**src/rtl/skew_search_ctl.sv**
```systemverilog
// Successive-approximation skew search over N_CH channels, each trial code qualified by a
// majority vote of SAMPLES comparator strobes. Optional REQ watchdog: SKEW_SEARCH_TIMEOUT_EN.
module skew_search_ctl #(
    parameter int CODE_W  = 10,
    parameter int N_CH    = 4,
    parameter int SAMPLES = 5,
    parameter int SETTLE  = 4,
    parameter int TMO     = 1023,
    localparam int CH_W   = (N_CH > 1) ? $clog2(N_CH) : 1
) (
    input  logic                     clk_i,
    input  logic                     rst_i,
    input  logic                     run_i,
    input  logic                     cmp_out_i,
    output logic [CODE_W-1:0]        delay_code_o,
    output logic [CH_W-1:0]          ch_sel_o,
    output logic                     stb_req_o,
    input  logic                     stb_valid_i,
    output logic                     busy_o,
    output logic                     done_o,
    output logic                     err_o,
    output logic [N_CH*CODE_W-1:0]   result_o
);
    localparam int B_W = (CODE_W > 1) ? $clog2(CODE_W) : 1;
    localparam int S_W = $clog2(SAMPLES + 1);

    if (SAMPLES % 2 == 0 || SAMPLES > 255 || SETTLE > 255 || N_CH < 1 || TMO < 1) begin : g_param_chk
        $error("skew_search_ctl: illegal parameter set");
    end

    typedef enum logic [3:0] {
        S_IDLE, S_INIT, S_SET, S_SETTLE, S_REQ, S_DECIDE, S_NEXT, S_DONE, S_ERR
    } state_t;

    state_t                         state_q, state_d;
    logic                           run_prev_q;
    logic [CODE_W-1:0]              work_q, work_d;
    logic [B_W-1:0]                 bit_q, bit_d;
    logic [CH_W-1:0]                ch_q, ch_d;
    logic [7:0]                     settle_q, settle_d;
    logic [S_W-1:0]                 ones_q, ones_d;
    logic [S_W-1:0]                 samp_q, samp_d;
    logic [CODE_W-1:0]              code_q, code_d;
    logic                           busy_q, busy_d;
    logic                           stb_q, stb_d;
    logic                           done_q, done_d;
    logic [N_CH-1:0][CODE_W-1:0]    result_q, result_d;
    logic                           keep;
    logic [CODE_W-1:0]              trial;
`ifdef SKEW_SEARCH_TIMEOUT_EN
    localparam int T_W = $clog2(TMO + 1);
    logic [T_W-1:0]                 tmo_q, tmo_d;
    logic                           err_q, err_d;
`endif

    always_comb begin
        state_d  = state_q;
        work_d   = work_q;
        bit_d    = bit_q;
        ch_d     = ch_q;
        settle_d = settle_q;
        ones_d   = ones_q;
        samp_d   = samp_q;
        code_d   = code_q;
        done_d   = done_q;
        result_d = result_q;
`ifdef SKEW_SEARCH_TIMEOUT_EN
        tmo_d    = tmo_q;
`endif
        keep  = ones_q > S_W'(SAMPLES / 2);
        trial = work_q | (keep ? (CODE_W'(1) << bit_q) : '0);

        case (state_q)
            S_IDLE: begin
                code_d = '0;
                ch_d   = '0;
                if (run_i && !run_prev_q) begin
                    state_d = S_INIT;
                    done_d  = 1'b0;
                end
            end
            // The trial code is loaded on the way into SET so the line settles for 1+SETTLE cycles.
            S_INIT: begin
                work_d  = '0;
                bit_d   = B_W'(CODE_W - 1);
                code_d  = CODE_W'(1) << (CODE_W - 1);
                state_d = S_SET;
            end
            S_SET: begin
                settle_d = (SETTLE == 0) ? 8'd0 : 8'(SETTLE - 1);
                state_d  = S_SETTLE;
            end
            S_SETTLE: begin
                if (settle_q == 8'd0) begin
                    ones_d  = '0;
                    samp_d  = '0;
`ifdef SKEW_SEARCH_TIMEOUT_EN
                    tmo_d   = '0;
`endif
                    state_d = S_REQ;
                end else begin
                    settle_d = settle_q - 8'd1;
                end
            end
            S_REQ: begin
                if (stb_valid_i) begin
                    samp_d = samp_q + S_W'(1);
                    ones_d = ones_q + S_W'(cmp_out_i);
                    if (samp_q == S_W'(SAMPLES - 1))
                        state_d = S_DECIDE;
`ifdef SKEW_SEARCH_TIMEOUT_EN
                    tmo_d = '0;
                end else if (tmo_q == T_W'(TMO)) begin
                    state_d = S_ERR;
                end else begin
                    tmo_d = tmo_q + T_W'(1);
`endif
                end
            end
            S_DECIDE: begin
                work_d = trial;
                if (bit_q == '0) begin
                    result_d[ch_q] = trial;
                    code_d         = trial;
                    state_d        = S_NEXT;
                end else begin
                    bit_d   = bit_q - B_W'(1);
                    code_d  = trial | (CODE_W'(1) << (bit_q - B_W'(1)));
                    state_d = S_SET;
                end
            end
            S_NEXT: begin
                if (ch_q == CH_W'(N_CH - 1)) begin
                    state_d = S_DONE;
                    done_d  = 1'b1;
                end else begin
                    ch_d    = ch_q + CH_W'(1);
                    state_d = S_INIT;
                end
            end
            S_DONE:  ;
            S_ERR:   ;
            default: state_d = S_IDLE;
        endcase

        // Abort wins over everything; a half-searched channel never reaches result_q.
        if (!run_i) begin
            state_d  = S_IDLE;
            result_d = result_q;
            done_d   = done_q;
            code_d   = '0;
            ch_d     = '0;
        end

        busy_d = (state_d == S_INIT) || (state_d == S_SET) || (state_d == S_SETTLE) ||
                 (state_d == S_REQ) || (state_d == S_DECIDE) || (state_d == S_NEXT);
        stb_d  = (state_d == S_REQ);
`ifdef SKEW_SEARCH_TIMEOUT_EN
        err_d  = (state_d == S_ERR);
`endif
    end

    always_ff @(posedge clk_i) begin
        if (rst_i) begin
            state_q    <= S_IDLE;
            run_prev_q <= 1'b0;
            work_q     <= '0;
            bit_q      <= '0;
            ch_q       <= '0;
            settle_q   <= '0;
            ones_q     <= '0;
            samp_q     <= '0;
            code_q     <= '0;
            busy_q     <= 1'b0;
            stb_q      <= 1'b0;
            done_q     <= 1'b0;
            result_q   <= '0;
`ifdef SKEW_SEARCH_TIMEOUT_EN
            tmo_q      <= '0;
            err_q      <= 1'b0;
`endif
        end else begin
            state_q    <= state_d;
            run_prev_q <= run_i;
            work_q     <= work_d;
            bit_q      <= bit_d;
            ch_q       <= ch_d;
            settle_q   <= settle_d;
            ones_q     <= ones_d;
            samp_q     <= samp_d;
            code_q     <= code_d;
            busy_q     <= busy_d;
            stb_q      <= stb_d;
            done_q     <= done_d;
            result_q   <= result_d;
`ifdef SKEW_SEARCH_TIMEOUT_EN
            tmo_q      <= tmo_d;
            err_q      <= err_d;
`endif
        end
    end

    assign delay_code_o = code_q;
    assign ch_sel_o     = ch_q;
    assign stb_req_o    = stb_q;
    assign busy_o       = busy_q;
    assign done_o       = done_q;
    assign result_o     = result_q;
`ifdef SKEW_SEARCH_TIMEOUT_EN
    assign err_o        = err_q;
`else
    assign err_o        = 1'b0;
`endif
endmodule

```
**config.mk**
```make
export PLATFORM = sky130hd
export DESIGN_NAME = skew_search_ctl
export DESIGN_NICKNAME = d
export VERILOG_FILES = /design/src/rtl/skew_search_ctl.sv
export SDC_FILE = /design/constraint.sdc
export NUM_CORES = 1
export LEC_CHECK = 0
export ABC_CLOCK_PERIOD_IN_PS = 1700
export CORE_MARGIN = 5
export CORE_UTILIZATION = 50
export CTS_BUF_LIST = sky130_fd_sc_hd__clkbuf_4 sky130_fd_sc_hd__clkbuf_8
export DETAILED_ROUTE_END_ITERATION = 12
export GPL_TIMING_DRIVEN = 0
export PLACE_DENSITY = 0.79
export SYNTH_ARGS = -nofsm -noshare
export SYNTH_HDL_FRONTEND = slang
export SYNTH_SLANG_ARGS = --single-unit
```
**constraint.sdc**
```tcl
create_clock -name clk_i -period 1.7 [get_ports clk_i]
set_input_delay 0.34 -clock clk_i [delete_from_list [all_inputs] [get_ports clk_i]]
set_output_delay 0.34 -clock clk_i [all_outputs]
set_load 0.02 [all_outputs]
```
Word-level counts from Yosys, hierarchy flattened
Cells that the tools add are included.
{"block": "op_classes", "add_sub_neg": 5, "magnitude_cmp": 3, "n_eq_ne": 23, "shift": 2, "n_mux": 29, "bitwise_logic": 3, "reduce_logical": 24}
{"op": "40-bit bitwise mux", "n": 1}
{"op": "4-bit one-hot mux with 8 select lines", "n": 1}
{"op": "10-bit two-way mux", "n": 3}
{"op": "10-bit one-hot mux with 3 select lines", "n": 1}
{"op": "4-bit by 3-bit equality test with 1-bit output (second input constant)", "n": 7}
{"op": "4-bit two-way mux", "n": 6}
{"op": "10-bit demux with 2-bit select", "n": 1}
{"op": "10-bit OR", "n": 2}
{"op": "10-bit one-hot mux with 2 select lines", "n": 1}
{"op": "1-bit by 4-bit << shifter with 10-bit output (first input constant)", "n": 2}
{"op": "4-bit by 2-bit equality test with 1-bit output (second input constant)", "n": 4}
{"op": "8-bit one-hot mux with 2 select lines", "n": 1}
{"op": "3-bit two-way mux", "n": 5}
{"op": "2-bit != test (second input constant)", "n": 7}
{"op": "3-bit one-hot mux with 2 select lines", "n": 2}
{"op": "4-bit by 1-bit equality test with 1-bit output (second input constant)", "n": 2}
{"op": "4-bit zero test", "n": 2}
{"op": "8-bit zero test", "n": 1}
{"op": "8-bit two-way mux", "n": 1}
{"op": "4-bit one-hot mux with 2 select lines", "n": 1}
{"op": "2-bit nonzero test", "n": 4}
{"op": "8-bit by 1-bit subtractor with 8-bit output (second input constant)", "n": 1}
{"op": "2-bit AND reduction", "n": 3}
{"op": "3-bit AND reduction", "n": 2}
{"op": "other kinds (21)", "n": 28}
{"block": "word_totals", "regBits": 88, "input_bits": 5, "output_inout_bits": 56, "wordCells": 105}

Depth between registers and ports, before layout
Gate-level depths: netlist of the first run.
{"block": "depth", "depth_word": 11, "ltp_mapped": 8, "ltp_nobuf": 7}

Worst setup path before layout of the first run
OpenSTA, ideal clock, no wires.
{"block": "synth_timing", "path_kind": "reg2reg", "startpoint": "register bit_q[0]", "endpoint": "register result_q (netlist bit result_o[20])", "setup_ns": 0.078, "t_arrival_ns": 1.793, "required_time_ns": 1.622, "slack_ns": -0.171, "stages_incl_launch_ff": 9, "n_path_buf": 2, "period_less_slack_ns": 1.871, "path_cell_list": "dfxtp_1 -> inv_1 -> ha_1 -> nor3b_2 -> and4_1 -> buf_2 -> buf_2 -> a21oi_1 -> nor3_1"}
{"block": "synth_between", "elab_chain_cells": 4, "elab_cells_between_ends": 6, "classes_between": "1 x shift; 2 x mux; 1 x bitwise; 2 x reduce/logical"}
{"element": "start, declared", "line_no": "38", "text": "logic [B_W-1:0] bit_q, bit_d;"}
{"element": "start signal, assigned", "line_no": "186", "text": "bit_q <= bit_d;"}
{"element": "1-bit by 4-bit << shifter with 10-bit output", "line_no": "71", "text": "trial = work_q | (keep ? (CODE_W'(1) << bit_q) : '0);"}
{"element": "10-bit two-way mux", "line_no": "71"}
{"element": "10-bit OR", "line_no": "71"}
{"element": "40-bit bitwise mux", "line_no": "123", "text": "result_d[ch_q] = trial;"}
{"element": "end signal, assigned", "line_no": "195", "text": "result_q <= result_d;"}
{"element": "end, declared", "line_no": "47", "text": "logic [N_CH-1:0][CODE_W-1:0] result_q, result_d;"}
Parallel ways exist; a longest one is shown, timed or not.
A chain may end at the register's enable or synchronous reset.

Worst setup path after layout of the first run
Ends and elaborated chain as after synthesis.

==> impl_results.md, run 1 <==
- Synthesized cell area: 0.00396 sq mm
- Drt drc: 0
- Cells after synthesis: 467
- Clk pwr share: 37.5%
- Starting Density: 51.3%
- Clock sink count: 88
- Total power: 3.78 mW
- Initial DRC count: 384
- Net Sw Power: 1.02 mW
- YS warnings: 0
- Min Tclk post-route: 1.85 ns
- Clk buf depth: 2
- Endpoints failing setup: 58
- Flop pwr share: 55.1%
- Syn_nets: 487
- Sequential area share after synthesis: 44.4%
- Fillers: 473
- Clock transition at the registers of the reported paths: 0.10 ns
- Core footprint: 0.00773 sq mm
- Status: complete, but fails checks
- Gr usage total: 22.7%
- Most common cell after layout, fill and taps aside: dfxtp_1
- CP Class: reg2reg
- Met1 Resource Use GR: 28.9%
- Final Skew: 0.0151 ns
- Final Hold Fails: 0
- Crit start category: register
- Tcrit/Tclk final: 109%
- Grt ovf: 0
- Lkg Pwr: 2.79 nW
- I/O pin count: 61
- Clk Latency, worst-skew pair: 0.37 ns
- Largest cells by area after synthesis: dfxtp_1 44%, nor2_1 7.6%, a21oi_1 7.1%
- Die Footprint: 0.00981 sq mm
- FMAX: 540 MHz
- Library cells used by synthesis: 53
- Total Routed Length: 13.8 mm
- Sw frac: 27.1%
- H-tree level count: 3
- Gr busiest metal: met2
- DR WL/cell: 20.4 microns
- Initial DRT Pass Iterations: 5
- Post-synth EDFFs: 0
- Nets: 592
- # hold bufs at CTS: 0
- Row count: 32
- Yosys top cell area share: 44.4%
- Met2 usage: 38.7%
- Initial antenna violation count: 0
- Seq. cell area: 0.00179 sq mm
- Final WS setup: -0.151 ns
- Critical path peak fanout: 9
- Required time of the critical path: 1.94 ns
- Int Power: 2.76 mW
- Max VDD drop: 534 uV
- Relative slew margins: 56.5%
- Syn_area_per_cell: 8.49 sq um
- CTS tree: done
- RSZ-0062 raised after global routing: yes
- Power Density: 625 mW/mm^2
- Gate power share: 7.5%
- N_diodes: 0
- Global Route met3 Usage: 3.47%
- Largest net degree at the start of global routing: 17
- Ratio of cells with drive above 1 in the final layout: 37.3%
- GPL Wtd Cong: 0.869
- Vias in the first global route: 3674
- Clk root buf: clkbuf_8
- #FFs+latches synth: 88
- Die Width: 99.0 microns
- Final Instance Area: 0.00605 sq mm
- Commonest cells after routing, fill and taps aside: 75 x dfxtp_1, 58 x nor2_1, 36 x a21oi_1
- Critical path endpoint category: register
- DPL Wire Length: 7.64 mm
- Area leader, netlist: dfxtp_1
- FFs w/ async S/R, synth: 0%
- Tightest Pin Transition: 0.652 ns
- Max-Cap Viols: 0
- Vias: 4198
- Area after DPL: 0.00474 sq mm
- Critical Path AT: 2.09 ns
- Avg Vias per Cell: 6.18
- Layout area overhead: 52.6%
- Min-delay worst type: reg2reg
- Multi-input logic area: 0.00269 sq mm
- Failing checks: setup timing
- Height of the die: 99.0 microns
- Final ANT Viol Nets: 0
- Synth Flop Type: dfxtp_1
- First-pass GRT wire length: 18.2 mm
- Inserted Clock Buffers: 9
- Port Buf Inserts: 59
- Final slew viol count: 0
## through the flow
step	utilization (%)	hold slack, ns	TNS [ns]	instances	worst slack (ns)
detailed placement	61.3	0.451	-23.67	628	-0.429
floorplan	-	0.432	-0.0201	467	-0.0125
CTS	69.2	0.464	-0.990	664	-0.0802
global route	78.3	0.490	-8.19	679	-0.225
global placement	61.3	0.443	-20.71	628	-0.362
finish	78.3	0.478	-4.12	679	-0.151
## timing repair
action / 4_1_cts / 5_1_grt
pin swaps: 41 / 55
endpoints found under the setup margin: 83 / 104
buffers inserted: 21 / 15
resized for setup: 77 / 169
cloned: 3 / 1
## layer usage
metal  vias to the layer above  share of wire, %
li1                       1873                 -
met1                      2013                38
met2                       264                51
met3                        48               8.2
met4                         0               3.0
met5                         -                 0
## critical path, stage by stage (launching register included)
cell and delay [ns]:
dfxtp_4 0.37, inv_4 0.07, ha_4 0.15, nor3b_4 0.26
and4_4 0.34, buf_12 0.18, nand2_8 0.10, nor2_1 0.17
nor3_1 0.07
## flip-flops by register name (all words and copies together), names as in the netlist
name and flops:
ch_sel_o 2, busy_o 1, stb_req_o 1, state_q 4
delay_code_o 10, settle_q 8, run_prev_q 1, work_q 10
done_o 1, result_o 40, samp_q 3, bit_q 4
ones_q 3
## kinds of logic after synthesis
group,count (synthesis),synth area share [%]
multiplexers,2,0.568
AND/OR/NAND/NOR,200,25.7
flip-flops,88,44.4
other,1,0.0946
AO/OA/AOI/OAI,108,18.0
XOR/XNOR,8,1.77
adder cells (fa/ha/maj),15,4.73
buffers and inverters,45,4.77
## layout make-up
cell class	instances	area share (%)
Timing Repair Buffer	97	16.4
Clock buffer	10	2.17
Sequential cell	88	29.6
Clock inverter	6	0.890
Buffer	27	3.37
Inverter	14	1.03
Tap cell	102	2.11
Multi-Input combinational cell	335	44.4
## power groups by stage
stage / Clock (mW) / Sequential [mW] / Combinational, mW
2_1_floorplan: 0 / 2.13 / 0.139
3_3_place_gp: 0 / 2.13 / 0.189
3_5_place_dp: 0 / 2.13 / 0.193
4_1_cts: 1.39 / 2.08 / 0.226
5_1_grt: 1.49 / 2.08 / 0.299
6_report: 1.42 / 2.08 / 0.283
## final timing paths
kind                                 from      endpoint  slack [ns]  cells after the start
worst min register to register  work_q[6]     work_q[6]        0.48                      2
worst min-delay path            work_q[6]     work_q[6]        0.48                      2
worst max-delay path             bit_q[0]  result_o[20]       -0.15                      8
worst max register to register   bit_q[0]  result_o[20]       -0.15                      8
## synthesized netlist by cell type (all sizes together) (3+ instances only)
cell type	n
dfxtp	88
nor2	81
a21oi	56
nor3	49
nand2	26
clkbuf	22
ha	15
inv	14
a21o	10
buf	9
a22oi	6
nor2b	6
a222oi	5
a311oi	5
nand2b	5
nand3	5
nor4	5
a221oi	4
nor3b	4
or3	4
or3b	4
xnor2	4
xor2	4
a211oi	3
a31oi	3
a32oi	3
o21ai	3
or4	3
No activity file was read; power rests on OpenSTA's default activity.
==> run 2: changes to the inputs <==
CTS_CLUSTER_DIAMETER = 120   (was unset)
PLACE_DENSITY = unset   (was 0.79)
PLACE_DENSITY_LB_ADDON = 0.05   (was unset)
==> impl_results.md, run 2 (synthesis gave the netlist of run 1 again) <==
- N_diodes: 0
- Failing checks: setup timing
- Ratio of cells with drive above 1 in the final layout: 42.9%
- Max-Cap Viols: 0
- Commonest cells after routing, fill and taps aside: 76 x dfxtp_1, 50 x nor2_1, 31 x dlymetal6s2s_1
- Clk Latency, worst-skew pair: 0.36 ns
- Tightest Pin Transition: 0.657 ns
- Final slew viol count: 0
- Clk pwr share: 38.5%
- Area after DPL: 0.00474 sq mm
- I/O pin count: 61
- CTS tree: done
- Critical path endpoint category: register
- Clock transition at the registers of the reported paths: 0.09 ns
- Reg2reg start: bit_q[1]
- Critical Path AT: 2.12 ns
- Tcrit/Tclk final: 108%
- Endpoints failing setup: 56
- Min-delay src: work_q[6]
- Met2 usage: 38.4%
- RSZ-0062 raised after global routing: yes
- Final Instance Area: 0.00642 sq mm
- Power Density: 595 mW/mm^2
- Die Footprint: 0.00981 sq mm
- Clk buf depth: 2
- H-tree level count: 3
- Drt drc: 0
- Met1 Resource Use GR: 31.9%
- Die Width: 99.0 microns
- Gate power share: 7.1%
- Final Hold Fails: 0
- Port Buf Inserts: 59
- FMAX: 542 MHz
- Initial DRC count: 271
- Hold Slack: 0.473 ns
- Total power: 3.82 mW
- Flop pwr share: 54.4%
- Nets: 597
- Final ANT Viol Nets: 0
- Int Power: 2.86 mW
- Most common cell after layout, fill and taps aside: dfxtp_1
- Initial antenna violation count: 0
- Min Tclk post-route: 1.84 ns
- Max reg flops: 40
- CP top delay family: simple AND/OR/NAND/NOR gates
- Crit start category: register
- Max incr delay on CP: 0.47 ns
- CP Class: reg2reg
- # hold bufs at CTS: 0
- Vias in the first global route: 3740
- Row count: 32
- Slowest cell on crit path: or3b_2
- Worst Setup SP: bit_q[1]
- Net Sw Power: 0.963 mW
- DR WL/cell: 20.5 microns
- Crit-path cells: buf_12, buf_4, o31ai_2, nand3_4, or3b_2, a31oi_1
- Fillers: 419
- Total Routed Length: 14.0 mm
- Min-delay worst type: reg2reg
- Sw frac: 25.2%
- Avg Vias per Cell: 6.00
- DPL Wire Length: 7.66 mm
- Max VDD drop: 384 uV
- Clk root buf: clkbuf_8
- Gr usage total: 23.8%
- Initial DRT Pass Iterations: 7
- Buf/Inv on CP: 2
- Required time of the critical path: 1.98 ns
- GPL Wtd Cong: 0.843
- Largest net degree at the start of global routing: 16
- First-pass GRT wire length: 18.9 mm
- Final Skew: 0.00657 ns
- Relative slew margins: 56.2%
- Vias: 4101
- Final WS setup: -0.144 ns
- DP Worst Slack: -0.447 ns
- Layout area overhead: 62.0%
- Gr busiest metal: met2
- Critical path peak fanout: 6
- Starting Density: 51.3%
- Clock sink count: 88
- Core footprint: 0.00773 sq mm
- Lkg Pwr: 2.88 nW
- Status: complete, but fails checks
- Reg-to-reg slack, setup: -0.14 ns
- Global Route met3 Usage: 3.96%
- Grt ovf: 0
- Height of the die: 99.0 microns
- Inserted Clock Buffers: 9
[run 2: changes by cell type in the layout (fill, tap and decap cells not counted), moves of 9 or more]
cell	before	now
a21oi_1	36	22
a21oi_2	13	23
nor3_1	33	23
nor2_4	10	19
nor3_2	15	25
[run 2: area by class of cell]
| class | instances | area [sq um] | share of cell area [%] |
|---|---|---|---|
| Timing Repair Buffer | 100 | 1130 | 17.6 |
| Clock buffer | 9 | 124 | 1.93 |
| Sequential cell | 88 | 1790 | 27.8 |
| Inverter | 14 | 57.6 | 0.896 |
| Tap cell | 102 | 128 | 1.99 |
| Buffer | 28 | 223 | 3.47 |
| Multi-Input combinational cell | 336 | 2900 | 45.2 |
| Clock inverter | 6 | 68.8 | 1.07 |
[run 2: final timing paths]
| check | end | cells past startpoint |
|---|---|---|
| setup reg to reg | delay_code_o[3] | 6 |
| setup / recovery | delay_code_o[3] | 6 |
| hold reg to reg | work_q[6] | 2 |
| hold / removal | work_q[6] | 2 |
[run 2: repair_timing]
item | 4_1_cts | 5_1_grt
resized for setup | 83 | 218
setup endpoints to repair | 84 | 97
setup buffers | 16 | 20
cloned | 2 | 5
pin swaps | 29 | 82
[run 2: tightest hold or removal path: cells and delay by family (launching register included)]
family / cells / cell delay, ns
AOI/OAI and AO/OA: 1 / 0.05
DFF: 1 / 0.33
and+or+nand+nor: 1 / 0.05
[run 2: metrics by stage]
step	utilization, %	TNS [ns]	instances
CTS	69.3	-0.998	658
finish	83.1	-4.03	683
detailed placement	61.3	-24.42	628
global route	83.1	-8.63	683
global placement	61.3	-23.45	628
floorplan	-	-0.0201	467
[run 2: routing by layer]
layer / routed length [microns] / part of all wire (%)
met1: 5450 / 39
met2: 7200 / 51
met3: 923 / 6.6
met4: 429 / 3.1
met5: 0 / 0
[run 2: power by group through the flow]
| stage | sequential (mW) | combinational [mW] | clock, mW |
|---|---|---|---|
| after floorplan | 2.13 | 0.139 | 0 |
| after global placement | 2.13 | 0.192 | 0 |
| after detailed placement | 2.13 | 0.195 | 0 |
| after CTS | 2.08 | 0.232 | 1.47 |
| after global routing | 2.08 | 0.286 | 1.57 |
| final | 2.08 | 0.270 | 1.47 |
